<file path="config.mk">
export PLATFORM = sky130hd
export DESIGN_NAME = multicycle_controller
export DESIGN_NICKNAME = d
export VERILOG_FILES = /design/src/rtl/riscv_pkg.sv /design/src/rtl/alu_decoder.sv /design/src/rtl/multicycle_controller.sv
export SDC_FILE = /design/constraint.sdc
export NUM_CORES = 1
export LEC_CHECK = 0
export ABC_AREA = 0
export ABC_CLOCK_PERIOD_IN_PS = 2140
export CAP_MARGIN = 25
export CORE_ASPECT_RATIO = 1.75
export CORE_MARGIN = 3
export CORE_UTILIZATION = 42
export DETAILED_ROUTE_END_ITERATION = 10
export GPL_ROUTABILITY_DRIVEN = 0
export HOLD_SLACK_MARGIN = 0.03
export PLACE_DENSITY = 0.76
export SETUP_SLACK_MARGIN = 0.5
export SLEW_MARGIN = 20
export SYNTH_ARGS = -nofsm -noshare
export SYNTH_HDL_FRONTEND = slang
export SYNTH_SLANG_ARGS = --single-unit
</file>
<file path="constraint.sdc">
create_clock -name clk -period 2.14 [get_ports clk]
set_clock_uncertainty 0.15 [all_clocks]
set_input_delay 0.535 -clock clk [delete_from_list [all_inputs] [get_ports clk]]
set_output_delay 0.535 -clock clk [all_outputs]
set_load 0.005 [all_outputs]
</file>
<file path="src/rtl/riscv_pkg.sv">
// Shared definitions for the multicycle RISC-V control path:
// opcodes, ALU function codes, datapath mux encodings, the controller
// state enum and the opcode-to-immediate-type helper.
package riscv_pkg;

  // Opcodes
  localparam logic [6:0] OP_LOAD   = 7'b0000011;
  localparam logic [6:0] OP_STORE  = 7'b0100011;
  localparam logic [6:0] OP_RTYPE  = 7'b0110011;
  localparam logic [6:0] OP_ITYPE  = 7'b0010011;
  localparam logic [6:0] OP_BRANCH = 7'b1100011;
  localparam logic [6:0] OP_JAL    = 7'b1101111;
  localparam logic [6:0] OP_JALR   = 7'b1100111;
  localparam logic [6:0] OP_LUI    = 7'b0110111;

  // ALUControl codes
  localparam logic [2:0] ALU_ADD   = 3'b000;
  localparam logic [2:0] ALU_SUB   = 3'b001;
  localparam logic [2:0] ALU_AND   = 3'b010;
  localparam logic [2:0] ALU_OR    = 3'b011;
  localparam logic [2:0] ALU_PASSB = 3'b100;
  localparam logic [2:0] ALU_SLT   = 3'b101;
  localparam logic [2:0] ALU_SLTU  = 3'b110;
  localparam logic [2:0] ALU_XOR   = 3'b111;

  // aluOp requests from the FSM to the ALU decoder
  localparam logic [1:0] ALUOP_ADD   = 2'b00;
  localparam logic [1:0] ALUOP_SUB   = 2'b01;
  localparam logic [1:0] ALUOP_FUNCT = 2'b10;
  localparam logic [1:0] ALUOP_PASSB = 2'b11;

  // ResultSrc
  localparam logic [1:0] RES_ALUOUT    = 2'b00;
  localparam logic [1:0] RES_MDR       = 2'b01;
  localparam logic [1:0] RES_ALURESULT = 2'b10;

  // ALUSrcA
  localparam logic [1:0] SRCA_PC    = 2'b00;
  localparam logic [1:0] SRCA_OLDPC = 2'b01;
  localparam logic [1:0] SRCA_RS1   = 2'b10;

  // ALUSrcB
  localparam logic [1:0] SRCB_RS2  = 2'b00;
  localparam logic [1:0] SRCB_IMM  = 2'b01;
  localparam logic [1:0] SRCB_FOUR = 2'b10;

  // ImmSrc
  localparam logic [2:0] IMM_I = 3'b000;
  localparam logic [2:0] IMM_S = 3'b001;
  localparam logic [2:0] IMM_B = 3'b010;
  localparam logic [2:0] IMM_J = 3'b011;
  localparam logic [2:0] IMM_U = 3'b100;

  // Branch func3
  localparam logic [2:0] F3_BEQ = 3'b000;
  localparam logic [2:0] F3_BNE = 3'b001;
  localparam logic [2:0] F3_BLT = 3'b100;
  localparam logic [2:0] F3_BGE = 3'b101;

  typedef enum logic [3:0] {
    S_START, S_FETCH, S_DECODE, S_MEMADR, S_MEMREAD, S_MEMWB, S_MEMWRITE,
    S_EXECR, S_EXECI, S_ALUWB, S_BRANCH, S_JAL, S_JALR, S_JALRLINK,
    S_LUI, S_HALT
  } state_e;

  function automatic logic [2:0] imm_src_of(input logic [6:0] opc);
    case (opc)
      OP_STORE:  return IMM_S;
      OP_BRANCH: return IMM_B;
      OP_JAL:    return IMM_J;
      OP_LUI:    return IMM_U;
      default:   return IMM_I;
    endcase
  endfunction

endpackage

</file>
<file path="src/rtl/alu_decoder.sv">
// ALU function decoder.
// Ports:
//   aluOp      in  2  00 add, 01 sub, 10 decode func3/func7, 11 pass B
//   op         in  7  opcode (sub only exists for R-type)
//   func3      in  3  instruction func3
//   func7      in  7  instruction func7
//   ALUControl out 3  ALU function code
module alu_decoder
  import riscv_pkg::*;
(
  input  logic [1:0] aluOp,
  input  logic [6:0] op,
  input  logic [2:0] func3,
  input  logic [6:0] func7,
  output logic [2:0] ALUControl
);

  always_comb begin
    ALUControl = ALU_ADD;
    case (aluOp)
      ALUOP_ADD:   ALUControl = ALU_ADD;
      ALUOP_SUB:   ALUControl = ALU_SUB;
      ALUOP_PASSB: ALUControl = ALU_PASSB;
      default: begin
        case (func3)
          // func7 only selects sub for register-register ops; addi ignores it
          3'b000:  ALUControl = (op == OP_RTYPE && func7 == 7'b0100000) ? ALU_SUB : ALU_ADD;
          3'b111:  ALUControl = ALU_AND;
          3'b110:  ALUControl = ALU_OR;
          3'b100:  ALUControl = ALU_XOR;
          3'b010:  ALUControl = ALU_SLT;
          3'b011:  ALUControl = ALU_SLTU;
          default: ALUControl = ALU_ADD;
        endcase
      end
    endcase
  end

endmodule

</file>
<file path="src/rtl/multicycle_controller.sv">
// Moore sequencing FSM for the multicycle RISC-V datapath, plus a
// retired-instruction counter.
// Ports:
//   clk, rst (async active-low)
//   op/func3/func7  registered instruction fields; Zero/Neg ALU flags
//   PCWrite, AdrSrc, MemWrite, IRWrite, RegWrite, ResultSrc, ALUSrcA,
//   ALUSrcB, ImmSrc, ALUControl  datapath controls
//   done         halted on an unsupported opcode
//   instr_count  retired instructions, wraps modulo 2^CNT_W
module multicycle_controller
  import riscv_pkg::*;
#(
  parameter int unsigned CNT_W = 32
)(
  input  logic             clk,
  input  logic             rst,
  input  logic [6:0]       op,
  input  logic [2:0]       func3,
  input  logic [6:0]       func7,
  input  logic             Zero,
  input  logic             Neg,
  output logic             PCWrite,
  output logic             AdrSrc,
  output logic             MemWrite,
  output logic             IRWrite,
  output logic             RegWrite,
  output logic [1:0]       ResultSrc,
  output logic [1:0]       ALUSrcA,
  output logic [1:0]       ALUSrcB,
  output logic [2:0]       ImmSrc,
  output logic [2:0]       ALUControl,
  output logic             done,
  output logic [CNT_W-1:0] instr_count
);

  state_e           state_q, state_d;
  logic [CNT_W-1:0] cnt_q, cnt_d;
  logic [1:0]       alu_op;
  logic             retire;

  alu_decoder u_alu_decoder (
    .aluOp      (alu_op),
    .op         (op),
    .func3      (func3),
    .func7      (func7),
    .ALUControl (ALUControl)
  );

  always_comb begin
    state_d   = state_q;
    PCWrite   = 1'b0;
    AdrSrc    = 1'b0;
    MemWrite  = 1'b0;
    IRWrite   = 1'b0;
    RegWrite  = 1'b0;
    ResultSrc = RES_ALUOUT;
    ALUSrcA   = SRCA_PC;
    ALUSrcB   = SRCB_RS2;
    ImmSrc    = imm_src_of(op);
    alu_op    = ALUOP_ADD;
    done      = 1'b0;
    retire    = 1'b0;
    case (state_q)
      S_START: begin
        ImmSrc  = IMM_I;
        state_d = S_FETCH;
      end
      S_FETCH: begin
        IRWrite   = 1'b1;
        PCWrite   = 1'b1;
        ALUSrcA   = SRCA_PC;
        ALUSrcB   = SRCB_FOUR;
        ResultSrc = RES_ALURESULT;
        state_d   = S_DECODE;
      end
      S_DECODE: begin
        // branch/jal target precomputed into ALUOut
        ALUSrcA = SRCA_OLDPC;
        ALUSrcB = SRCB_IMM;
        case (op)
          OP_LOAD, OP_STORE: state_d = S_MEMADR;
          OP_RTYPE:          state_d = S_EXECR;
          OP_ITYPE:          state_d = S_EXECI;
          OP_BRANCH:         state_d = S_BRANCH;
          OP_JAL:            state_d = S_JAL;
          OP_JALR:           state_d = S_JALR;
          OP_LUI:            state_d = S_LUI;
          default:           state_d = S_HALT;
        endcase
      end
      S_MEMADR: begin
        ALUSrcA = SRCA_RS1;
        ALUSrcB = SRCB_IMM;
        state_d = (op == OP_STORE) ? S_MEMWRITE : S_MEMREAD;
      end
      S_MEMREAD: begin
        AdrSrc    = 1'b1;
        ResultSrc = RES_ALUOUT;
        state_d   = S_MEMWB;
      end
      S_MEMWB: begin
        ResultSrc = RES_MDR;
        RegWrite  = 1'b1;
        retire    = 1'b1;
        state_d   = S_FETCH;
      end
      S_MEMWRITE: begin
        AdrSrc   = 1'b1;
        MemWrite = 1'b1;
        retire   = 1'b1;
        state_d  = S_FETCH;
      end
      S_EXECR: begin
        ALUSrcA = SRCA_RS1;
        ALUSrcB = SRCB_RS2;
        alu_op  = ALUOP_FUNCT;
        state_d = S_ALUWB;
      end
      S_EXECI: begin
        ALUSrcA = SRCA_RS1;
        ALUSrcB = SRCB_IMM;
        alu_op  = ALUOP_FUNCT;
        state_d = S_ALUWB;
      end
      S_ALUWB: begin
        ResultSrc = RES_ALUOUT;
        RegWrite  = 1'b1;
        retire    = 1'b1;
        state_d   = S_FETCH;
      end
      S_BRANCH: begin
        ALUSrcA   = SRCA_RS1;
        ALUSrcB   = SRCB_RS2;
        alu_op    = ALUOP_SUB;
        ResultSrc = RES_ALUOUT;
        PCWrite   = (func3 == F3_BEQ &&  Zero) || (func3 == F3_BNE && !Zero) ||
                    (func3 == F3_BLT &&  Neg)  || (func3 == F3_BGE && !Neg);
        retire    = 1'b1;
        state_d   = S_FETCH;
      end
      S_JAL: begin
        // jumps to the DECODE-computed target while ALU makes the link value
        ALUSrcA   = SRCA_OLDPC;
        ALUSrcB   = SRCB_FOUR;
        ResultSrc = RES_ALUOUT;
        PCWrite   = 1'b1;
        state_d   = S_ALUWB;
      end
      S_JALR: begin
        ALUSrcA   = SRCA_RS1;
        ALUSrcB   = SRCB_IMM;
        ResultSrc = RES_ALURESULT;
        PCWrite   = 1'b1;
        state_d   = S_JALRLINK;
      end
      S_JALRLINK: begin
        ALUSrcA   = SRCA_OLDPC;
        ALUSrcB   = SRCB_FOUR;
        ResultSrc = RES_ALURESULT;
        RegWrite  = 1'b1;
        retire    = 1'b1;
        state_d   = S_FETCH;
      end
      S_LUI: begin
        ImmSrc  = IMM_U;
        ALUSrcB = SRCB_IMM;
        alu_op  = ALUOP_PASSB;
        state_d = S_ALUWB;
      end
      S_HALT: begin
        ImmSrc = IMM_I;
        done   = 1'b1;
      end
    endcase
  end

  assign cnt_d       = retire ? cnt_q + CNT_W'(1) : cnt_q;
  assign instr_count = cnt_q;

  always_ff @(posedge clk or negedge rst) begin
    if (!rst) begin
      state_q <= S_START;
      cnt_q   <= '0;
    end else begin
      state_q <= state_d;
      cnt_q   <= cnt_d;
    end
  end

endmodule

</file>
==> results of run 1 <==
stage by stage:
stage	cell area (um^2)	instances	setup WS [ps]
after global placement	3866	451	-1142
after floorplan	2716	255	-171.0
after CTS	4965	545	-430.8
after detailed placement	3866	451	-1187
cell families after synthesis:
group	share of synthesized area [%]
AOI/OAI and AO/OA	13.62
xor gates and xnor gates	12.58
adders and majority gates	0.5446
buffers and inverters	3.486
DFF	39.22
muxes	0.8715
and+or+nand+nor	29.68
repair_timing:
| action | in CTS |
|---|---|
| setup endpoints to repair | 86 |
| pin swaps | 47 |
| buffers inserted | 84 |
| cloned | 2 |
| gates resized for setup | 318 |
==> flow_metrics.env, run 1 <==
export IMPL_status="stopped before the end"
export IMPL_lastStage="5_1_grt"
export IMPL_toolErrorMsg="[ERROR DPL-0038] Utilization greater than 100%, impossible to legalize"
export IMPL_synth_cell_types=53
export IMPL_number_of_buffers_on_the_longest_clock_path=2
export IMPL_clkSinkCount=36
export IMPL_yosysSeqAreaShare_pct=39.22
export IMPL_rows=35
export IMPL_pin_count_of_the_biggest_net_entering_global_routing=37
export IMPL_netlist_instances=255
export IMPL_yosysWarningCount=0
export IMPL_synth_net_count=277
export IMPL_floorplan_die_height_um=103.8
export IMPL_ctsRootBufferMaster="sky130_fd_sc_hd__clkbuf_8"
export IMPL_synth_async_reset_ratio_pct=100.0
export IMPL_synth_edf_count=0
export IMPL_port_buffer_count=70
export IMPL_ys_top_cells_by_area="sky130_fd_sc_hd__dfrtp_1 (39%), sky130_fd_sc_hd__xnor2_1 (7.2%), sky130_fd_sc_hd__xor2_1 (5.3%), sky130_fd_sc_hd__nand2_1 (4.1%), sky130_fd_sc_hd__nand4_1 (3.8%)"
export IMPL_holdBufCountCts=0
export IMPL_post_dp_hpwl_um=5323
export IMPL_flip_flop_and_latch_count_after_synthesis=36
export IMPL_die_w_um=61.91
export IMPL_post_synth_top_area_cell="sky130_fd_sc_hd__dfrtp_1"
export IMPL_cts_buffers=5
export IMPL_repair_timing_grt_worst_ep="ALUControl[0]"
export IMPL_post_synth_instance_area_um2=2297
export IMPL_syn_mean_instance_area_um2=9.009
export IMPL_synth_top_area_share_pct=39.22
export IMPL_yosys_cell_count_top_type="sky130_fd_sc_hd__dfrtp_1"
export IMPL_initial_utilization_pct=43.35
export IMPL_timing_repair_worst_endpoint_type="top-level output"
export IMPL_synth_ff_type="sky130_fd_sc_hd__dfrtp_1"
export IMPL_cts_htree_levels=2
export IMPL_boundaryPins=71
export IMPL_netlist_top_cells_count="sky130_fd_sc_hd__dfrtp_1 (36), sky130_fd_sc_hd__nand2_1 (25), sky130_fd_sc_hd__nor2_1 (19), sky130_fd_sc_hd__xnor2_1 (19)"
==> inputs of run 2 (changes only) <==
--- a/config.mk
+++ b/config.mk
@@ -6,16 +6,13 @@
 export NUM_CORES = 1
 export LEC_CHECK = 0
 export ABC_AREA = 0
-export ABC_CLOCK_PERIOD_IN_PS = 2140
+export ABC_CLOCK_PERIOD_IN_PS = 2800
 export CAP_MARGIN = 25
-export CORE_ASPECT_RATIO = 1.75
 export CORE_MARGIN = 3
-export CORE_UTILIZATION = 42
+export CORE_UTILIZATION = 40
 export DETAILED_ROUTE_END_ITERATION = 10
 export GPL_ROUTABILITY_DRIVEN = 0
-export HOLD_SLACK_MARGIN = 0.03
-export PLACE_DENSITY = 0.76
-export SETUP_SLACK_MARGIN = 0.5
+export PLACE_DENSITY_LB_ADDON = 0.15
 export SLEW_MARGIN = 20
 export SYNTH_ARGS = -nofsm -noshare
 export SYNTH_HDL_FRONTEND = slang
==> constraint.sdc (replaced) <==
create_clock -name clk -period 2.8 [get_ports clk]
set_clock_uncertainty 0.15 [all_clocks]
set_input_delay 0.7 -clock clk [delete_from_list [all_inputs] [get_ports clk]]
set_output_delay 0.7 -clock clk [all_outputs]
set_load 0.005 [all_outputs]
==> run 2 against run 1 <==
  * The flow now finishes, with violations (negative setup slack)
  * Synthesized cell count unchanged
  * Area after synthesis unchanged
==> flow_metrics.env, run 2 <==
export IMPL_grt_pass1_vias=2234
export IMPL_min_path_type="reg -> reg"
export IMPL_post_synth_top_area_cell="sky130_fd_sc_hd__dfrtp_1"
export IMPL_worstSetupStartpointType="input pin"
export IMPL_grt_first_pass_wirelength_um=10080
export IMPL_top_library_cells_by_usage_in_the_layout_fill_and_taps_aside="sky130_fd_sc_hd__clkdlybuf4s50_1 (53), sky130_fd_sc_hd__dfrtp_1 (32), sky130_fd_sc_hd__buf_4 (30), sky130_fd_sc_hd__nand2_1 (24), sky130_fd_sc_hd__xnor2_1 (19)"
export IMPL_setup_tns_final_ps=-43.59
export IMPL_status="finished with violations"
export IMPL_netlist_instances=255
export IMPL_cts_htree_levels=2
export IMPL_postRouteAntennaNets=0
export IMPL_met2_wirelength_um=2979
export IMPL_timing_max_cap_violations=0
export IMPL_drcViolationCount=0
export IMPL_worst_path_max_fanout=1
export IMPL_worst_slew_pin_transition_ps=450.9
export IMPL_grt_antenna_before_repair=0
export IMPL_max_freq_mhz=351.7
export IMPL_cp_num_buf_inv=2
export IMPL_fin_crit_ps=2844
export IMPL_finalSetupViolCount=1
export IMPL_yosysSeqAreaShare_pct=39.22
export IMPL_synth_edf_count=0
export IMPL_timing_max_slew_rel_slack_pct=69.94
export IMPL_power_leakage_nw=1.441
export IMPL_synth_cell_types=53
export IMPL_holdBufCountCts=0
export IMPL_worst_setup_hold_path_clk_slew_ps=70
export IMPL_largest_register_ff_count=32
export IMPL_cts_buffers=5
export IMPL_die_w_um=81.78
export IMPL_maximum_vdd_drop_mv=0.6528
export IMPL_final_common_cell="sky130_fd_sc_hd__clkdlybuf4s50_1"
export IMPL_post_synth_instance_area_um2=2297
export IMPL_yosys_cell_count_top_type="sky130_fd_sc_hd__dfrtp_1"
export IMPL_post_dp_hpwl_um=4524
export IMPL_finish_instance_area_um2=3411
export IMPL_initial_utilization_pct=43.06
export IMPL_smallest_hold_slack_ps=314.4
export IMPL_timing_critical_path_to_type="output port"
export IMPL_setup_slack_ps=-43.59
export IMPL_syn_mean_instance_area_um2=9.009
export IMPL_timing_critical_path_required_ps=1950
export IMPL_netlist_top_cells_count="sky130_fd_sc_hd__dfrtp_1 (36), sky130_fd_sc_hd__nand2_1 (25), sky130_fd_sc_hd__nor2_1 (19), sky130_fd_sc_hd__xnor2_1 (19)"
export IMPL_clkSinkCount=36
export IMPL_avgViaCountPerCell=5.355
export IMPL_final_period_utilization_pct=101.6
export IMPL_met3WireLength_um=273
export IMPL_highest_signal_layer="met4"
export IMPL_drt_wirelength_per_cell_um=14.43
export IMPL_placeable_core_region_um2=5335
export IMPL_synth_net_count=277
export IMPL_number_of_buffers_on_the_longest_clock_path=2
export IMPL_critical_path_top_delay_family="simple AND/OR/NAND/NOR gates"
export IMPL_dr_first_iter_drc_count=101
export IMPL_unrepaired_setup_endpoints_after_global_routing="yes"
export IMPL_synth_top_area_share_pct=39.22
export IMPL_failed_checks="negative setup slack"
export IMPL_worst_setup_path_type="in -> out"
export IMPL_boundaryPins=71
export IMPL_post_place_ws_ps=-896.2
export IMPL_die_area_um2=6688
export IMPL_post_route_cells_drive_above_1_share_pct=22.10
export IMPL_met1Wirelength_um=2796
export IMPL_timing_final_max_slew_violations=0
export IMPL_drtPass1Iterations=4
export IMPL_synth_ff_type="sky130_fd_sc_hd__dfrtp_1"
export IMPL_finalHoldViolCount=0
export IMPL_global_route_overflow_total=0
export IMPL_layout_nets=374
export IMPL_worst_skew_pair_late_latency_ps=280
export IMPL_wirelength_um=6105
export IMPL_worstPathCellList="buf_6 -> or4b_4 -> nor3b_2 -> a311oi_2 -> o32ai_1 -> buf_2"
export IMPL_rows=26
export IMPL_grt_util_all_layers_pct=19.17
export IMPL_port_buffer_count=70
export IMPL_area_growth_pct=48.47
export IMPL_floorplan_die_height_um=81.78
export IMPL_fillers=495
export IMPL_pwr_density_nw_per_um2=675.5
export IMPL_yosysWarningCount=0
export IMPL_crit_arrival_ps=1990
export IMPL_cts_tree="built"
export IMPL_synth_async_reset_ratio_pct=100.0
export IMPL_dpl_cell_area_um2=3242
export IMPL_routed_via_count=2265
export IMPL_ctsRootBufferMaster="sky130_fd_sc_hd__clkbuf_8"
export IMPL_flip_flop_and_latch_count_after_synthesis=36
export IMPL_num_antenna_cells=0
export IMPL_timing_critical_path_slowest_stage_cell="sky130_fd_sc_hd__or4b_4"
export IMPL_pin_count_of_the_biggest_net_entering_global_routing=37
export IMPL_ys_top_cells_by_area="sky130_fd_sc_hd__dfrtp_1 (39%), sky130_fd_sc_hd__xnor2_1 (7.2%), sky130_fd_sc_hd__xor2_1 (5.3%), sky130_fd_sc_hd__nand2_1 (4.1%), sky130_fd_sc_hd__nand4_1 (3.8%)"
export IMPL_critPathMaxStageDelay_ps=520
## run 2: kinds of logic (layout without fill, tap and decap cells)
group,Yosys count,after routing,synth area share (%)
simple gates,118,118,29.68
compound gates,46,46,13.62
flops,36,36,39.22
xor+xnor,33,33,12.58
buf+inv,19,117,3.486
mux,2,2,0.8715
fa+ha+maj,1,1,0.5446
## run 2: final cells by class
cell class,instances,area [um^2],area share [%]
timing repair buffer,100,894.6,26.23
tap,70,87.58,2.568
multi-input combinational,200,1381,40.50
clock buffer,6,72.57,2.128
clock inverter,2,35.03,1.027
sequential,36,905.9,26.56
inverter,9,33.78,0.9905
## run 2: layer usage
metal	global-route usage, %	vias to the layer above
met5	0	-
met4	5.316	0
met3	4.276	4
met2	32.23	65
met1	24.69	1076
li1	-	1120
## run 2: timing repair
item | 4_1_cts | 5_1_grt
gates resized for setup | 51 | 12
endpoints found under the hold margin | 0 | 0
setup buffers | 0 | 3
pin swaps | 11 | 3
endpoints found under the setup margin | 10 | 10
## run 2: final timing paths
| path | startpoint | end | slack [ps] | depth (start not counted) |
|---|---|---|---|---|
| worst max-delay path | func7[4] | ALUControl[0] | -40 | 6 |
| worst min-delay path | instr_count[31] | instr_count[31] | 310 | 1 |
| worst max register to register | state_q[3] | instr_count[27] | 640 | 6 |
| worst min register to register | instr_count[31] | instr_count[31] | 310 | 1 |
| max in group asynchronous | rst | state_q[2] | 1460 | 2 |
| min in group asynchronous | rst | instr_count[9] | 680 | 2 |
## run 2: report_power, final
group          total [mW]  leakage, nW  switching (mW)  internal (mW)
Sequential          0.750        0.482           0.153          0.597
Combinational        1.11        0.904           0.527          0.582
Clock               0.445       0.0552           0.181          0.264
Total                2.30         1.44           0.861           1.44
## run 2: per-stage QoR
| stage | instances | utilization, % | power [mW] |
|---|---|---|---|
| final | 423 | 63.93 | 2.304 |
| after global routing | 423 | 63.93 | 2.459 |
| after CTS | 420 | 62.80 | 2.274 |
| after detailed placement | 412 | 60.76 | 1.811 |
| after global placement | 412 | 60.76 | 1.810 |
| after floorplan | 255 | - | 1.256 |
No activity file was read; power rests on OpenSTA's default activity.
==> inputs of run 3 (changes only) <==
--- a/config.mk
+++ b/config.mk
@@ -6,14 +6,16 @@
 export NUM_CORES = 1
 export LEC_CHECK = 0
 export ABC_AREA = 0
-export ABC_CLOCK_PERIOD_IN_PS = 2800
+export ABC_CLOCK_PERIOD_IN_PS = 3200
 export CAP_MARGIN = 25
 export CORE_MARGIN = 3
 export CORE_UTILIZATION = 40
 export DETAILED_ROUTE_END_ITERATION = 10
 export GPL_ROUTABILITY_DRIVEN = 0
 export PLACE_DENSITY_LB_ADDON = 0.15
+export SKIP_CTS_REPAIR_TIMING = 1
 export SLEW_MARGIN = 20
 export SYNTH_ARGS = -nofsm -noshare
 export SYNTH_HDL_FRONTEND = slang
 export SYNTH_SLANG_ARGS = --single-unit
+export TNS_END_PERCENT = 30
==> constraint.sdc (replaced) <==
create_clock -name clk -period 3.2 [get_ports clk]
set_clock_uncertainty 0.15 [all_clocks]
set_input_delay 0.8 -clock clk [delete_from_list [all_inputs] [get_ports clk]]
set_output_delay 0.8 -clock clk [all_outputs]
set_load 0.005 [all_outputs]
==> run 3 against run 2 <==
  * The flow still finishes with violations (negative setup slack)
  * Critical path depth unchanged
  * Die area unchanged
  * Count of clock-buffer cells in the layout up 2
  * Utilization is 2.1 points lower
  * Sequential share of layout area rose by 0.78 points
  * Final area fell by 3.3%
  * Sequential cell count is the same
  * Non-clock buffer count shrank 12
  * Sequential power fell by 11%
  * Register-to-register slack gained 320 ps
  * Highest routed layer unchanged
==> flow_metrics.env, run 3 (same netlist as run 2, synthesis figures left out) <==
export IMPL_regToRegStartpoint="state_q[3]"
export IMPL_worstPathCellList="clkdlybuf4s50_1 -> or3_1 -> nor2_2 -> a311oi_1 -> o32ai_1 -> buf_2"
export IMPL_worst_setup_path_type="in -> out"
export IMPL_cp_num_buf_inv=2
export IMPL_status="finished with violations"
export IMPL_timing_critical_path_to_type="output port"
export IMPL_hold_path_depth=1
export IMPL_grt_util_all_layers_pct=18.40
export IMPL_timing_max_slew_rel_slack_pct=39.53
export IMPL_reg2regPathDepth=5
export IMPL_top_library_cells_by_usage_in_the_layout_fill_and_taps_aside="sky130_fd_sc_hd__clkdlybuf4s50_1 (60), sky130_fd_sc_hd__dfrtp_1 (35), sky130_fd_sc_hd__nand2_1 (25), sky130_fd_sc_hd__xnor2_1 (19)"
export IMPL_floorplan_die_height_um=81.78
export IMPL_p_comb_share_pct=46.0
export IMPL_worst_skew_pair_late_latency_ps=280
export IMPL_drt_wirelength_per_cell_um=13.91
export IMPL_dr_first_iter_drc_count=140
export IMPL_pwr_density_nw_per_um2=560.8
export IMPL_p_switching_mw=0.7076
export IMPL_min_from="instr_count[31]"
export IMPL_hold_end="instr_count[31]"
export IMPL_power_share_clock_pct=17.9
export IMPL_regToRegSetupSlack_ps=960
export IMPL_drtPass1Iterations=4
export IMPL_timing_critical_path_slowest_stage_cell="sky130_fd_sc_hd__clkdlybuf4s50_1"
export IMPL_layout_core_utilization_pct=61.84
export IMPL_final_period_utilization_pct=101.0
export IMPL_power_leakage_nw=1.431
export IMPL_timing_final_max_slew_violations=0
export IMPL_finalHoldViolCount=0
export IMPL_share_seq_of_total_power_pct=36.1
export IMPL_layout_nets=362
export IMPL_timing_max_cap_violations=0
export IMPL_ctsRootBufferMaster="sky130_fd_sc_hd__clkbuf_8"
export IMPL_fin_crit_ps=3232
export IMPL_critPathMaxStageDelay_ps=410
export IMPL_rr_endpoint="instr_count[25]"
export IMPL_max_freq_mhz=309.4
export IMPL_global_route_overflow_total=0
export IMPL_post_place_cells=403
export IMPL_worst_setup_hold_path_clk_slew_ps=70
export IMPL_die_area_um2=6688
export IMPL_postRouteAntennaNets=0
export IMPL_drcViolationCount=0
export IMPL_die_w_um=81.78
export IMPL_num_antenna_cells=0
export IMPL_min_path_type="reg -> reg"
export IMPL_finalSetupViolCount=2
export IMPL_setup_slack_ps=-32.16
export IMPL_post_place_ws_ps=-692.7
export IMPL_cts_htree_levels=2
export IMPL_routed_via_count=2201
export IMPL_timing_critical_path_required_ps=2250
export IMPL_area_growth_pct=43.63
export IMPL_path_depth=6
export IMPL_maximum_vdd_drop_mv=0.4510
export IMPL_avgViaCountPerCell=5.355
export IMPL_cts_buffers=5
export IMPL_initial_utilization_pct=43.06
export IMPL_largest_register_ff_count=32
export IMPL_failed_checks="negative setup slack"
export IMPL_clkSinkCount=36
export IMPL_power_switching_fraction_pct=38.24
export IMPL_rows=26
export IMPL_wirelength_um=5716
export IMPL_crit_arrival_ps=2280
export IMPL_port_buffer_count=70
export IMPL_grt_antenna_before_repair=0
export IMPL_grt_pass1_vias=2088
export IMPL_unrepaired_setup_endpoints_after_global_routing="yes"
export IMPL_boundaryPins=71
export IMPL_critical_path_top_delay_family="buffers and inverters"
export IMPL_worst_path_max_fanout=2
export IMPL_final_common_cell="sky130_fd_sc_hd__clkdlybuf4s50_1"
export IMPL_cellInternalPower_mw=1.143
export IMPL_post_dp_hpwl_um=4174
export IMPL_cts_tree="built"
export IMPL_grt_first_pass_wirelength_um=9742
export IMPL_fin_cells=411
export IMPL_post_route_cells_drive_above_1_share_pct=13.20
export IMPL_number_of_buffers_on_the_longest_clock_path=2
export IMPL_worst_slew_pin_transition_ps=898.8
export IMPL_pin_count_of_the_biggest_net_entering_global_routing=37
export IMPL_placeable_core_region_um2=5335
export IMPL_worstSetupStartpointType="input pin"
-- run 3: cell types whose count changed in the layout (fill, tap and decap cells not counted), sizes merged, moves of 2 or more --
cell,delta
buf,-19
dlymetal6s2s,+7
dlygate4sd2,-7
clkdlybuf4s50,+7
clkbuf,+2
-- run 3: worst reg2reg max path: stages (launching register included) --
cell and delay (ps):
sky130_fd_sc_hd__dfrtp_1 480, sky130_fd_sc_hd__buf_4 210, sky130_fd_sc_hd__a21o_1 230, sky130_fd_sc_hd__a211oi_2 660, sky130_fd_sc_hd__nand4_1 210, sky130_fd_sc_hd__xnor2_1 180
-- run 3: worst max path at each step --
stage | start | end | slack, ps
after floorplan | func7[2] | ALUControl[0] | 260
after global placement | func7[2] | ALUControl[0] | -700
after detailed placement | func7[2] | ALUControl[0] | -690
after CTS | func7[2] | ALUControl[0] | -720
after global routing | op[2] | ALUControl[0] | -160
final | op[2] | ALUControl[0] | -30
-- run 3: routing by layer --
layer / track usage (%) / part of all wire [%] / vias up
li1: - / - / 1103
met1: 25.55 / 47 / 1018
met4: 5.482 / 1.3 / 0
met3: 4.605 / 6.2 / 6
met2: 28.19 / 45 / 74
met5: 0 / 0 / -
-- run 3: final cells by class --
| class | instances | area [um^2] |
|---|---|---|
| inverters | 9 | 33.78 |
| well taps | 70 | 87.58 |
| fillers | 474 | 2036 |
| flip-flops and latches | 36 | 902.1 |
| multi-input cells | 200 | 1333 |
| repair buffers | 88 | 853.3 |
| clock buffers | 8 | 90.09 |
-- run 3: power groups by stage --
stage,combinational [mW],clock (mW),sequential (mW)
finish,0.851,0.332,0.667
global route,0.952,0.354,0.686
CTS,0.861,0.343,0.663
detailed placement,0.853,0,0.671
global placement,0.852,0,0.675
floorplan,0.496,0,0.603
-- run 3: metrics by stage --
| step | setup TNS, ps | total power [mW] | hold slack [ps] | area [um^2] |
|---|---|---|---|---|
| final | -43.80 | 1.850 | 318.2 | 3299 |
| after floorplan | 0 | 1.099 | 314.7 | 2297 |
| after CTS | -1695 | 1.867 | 320.4 | 3264 |
| after global routing | -256.1 | 1.992 | 344.4 | 3299 |
| after global placement | -1636 | 1.527 | 307.9 | 3174 |
| after detailed placement | -1600 | 1.524 | 310.8 | 3174 |
==> inputs of run 4 (changes only) <==
--- a/config.mk
+++ b/config.mk
@@ -12,6 +12,7 @@
 export CORE_UTILIZATION = 40
 export DETAILED_ROUTE_END_ITERATION = 10
 export GPL_ROUTABILITY_DRIVEN = 0
+export GPL_TIMING_DRIVEN = 1
 export PLACE_DENSITY_LB_ADDON = 0.15
 export SKIP_CTS_REPAIR_TIMING = 1
 export SLEW_MARGIN = 20
==> results of run 4 <==
The final DEF is identical to that of run 3; final timing and power are the same.
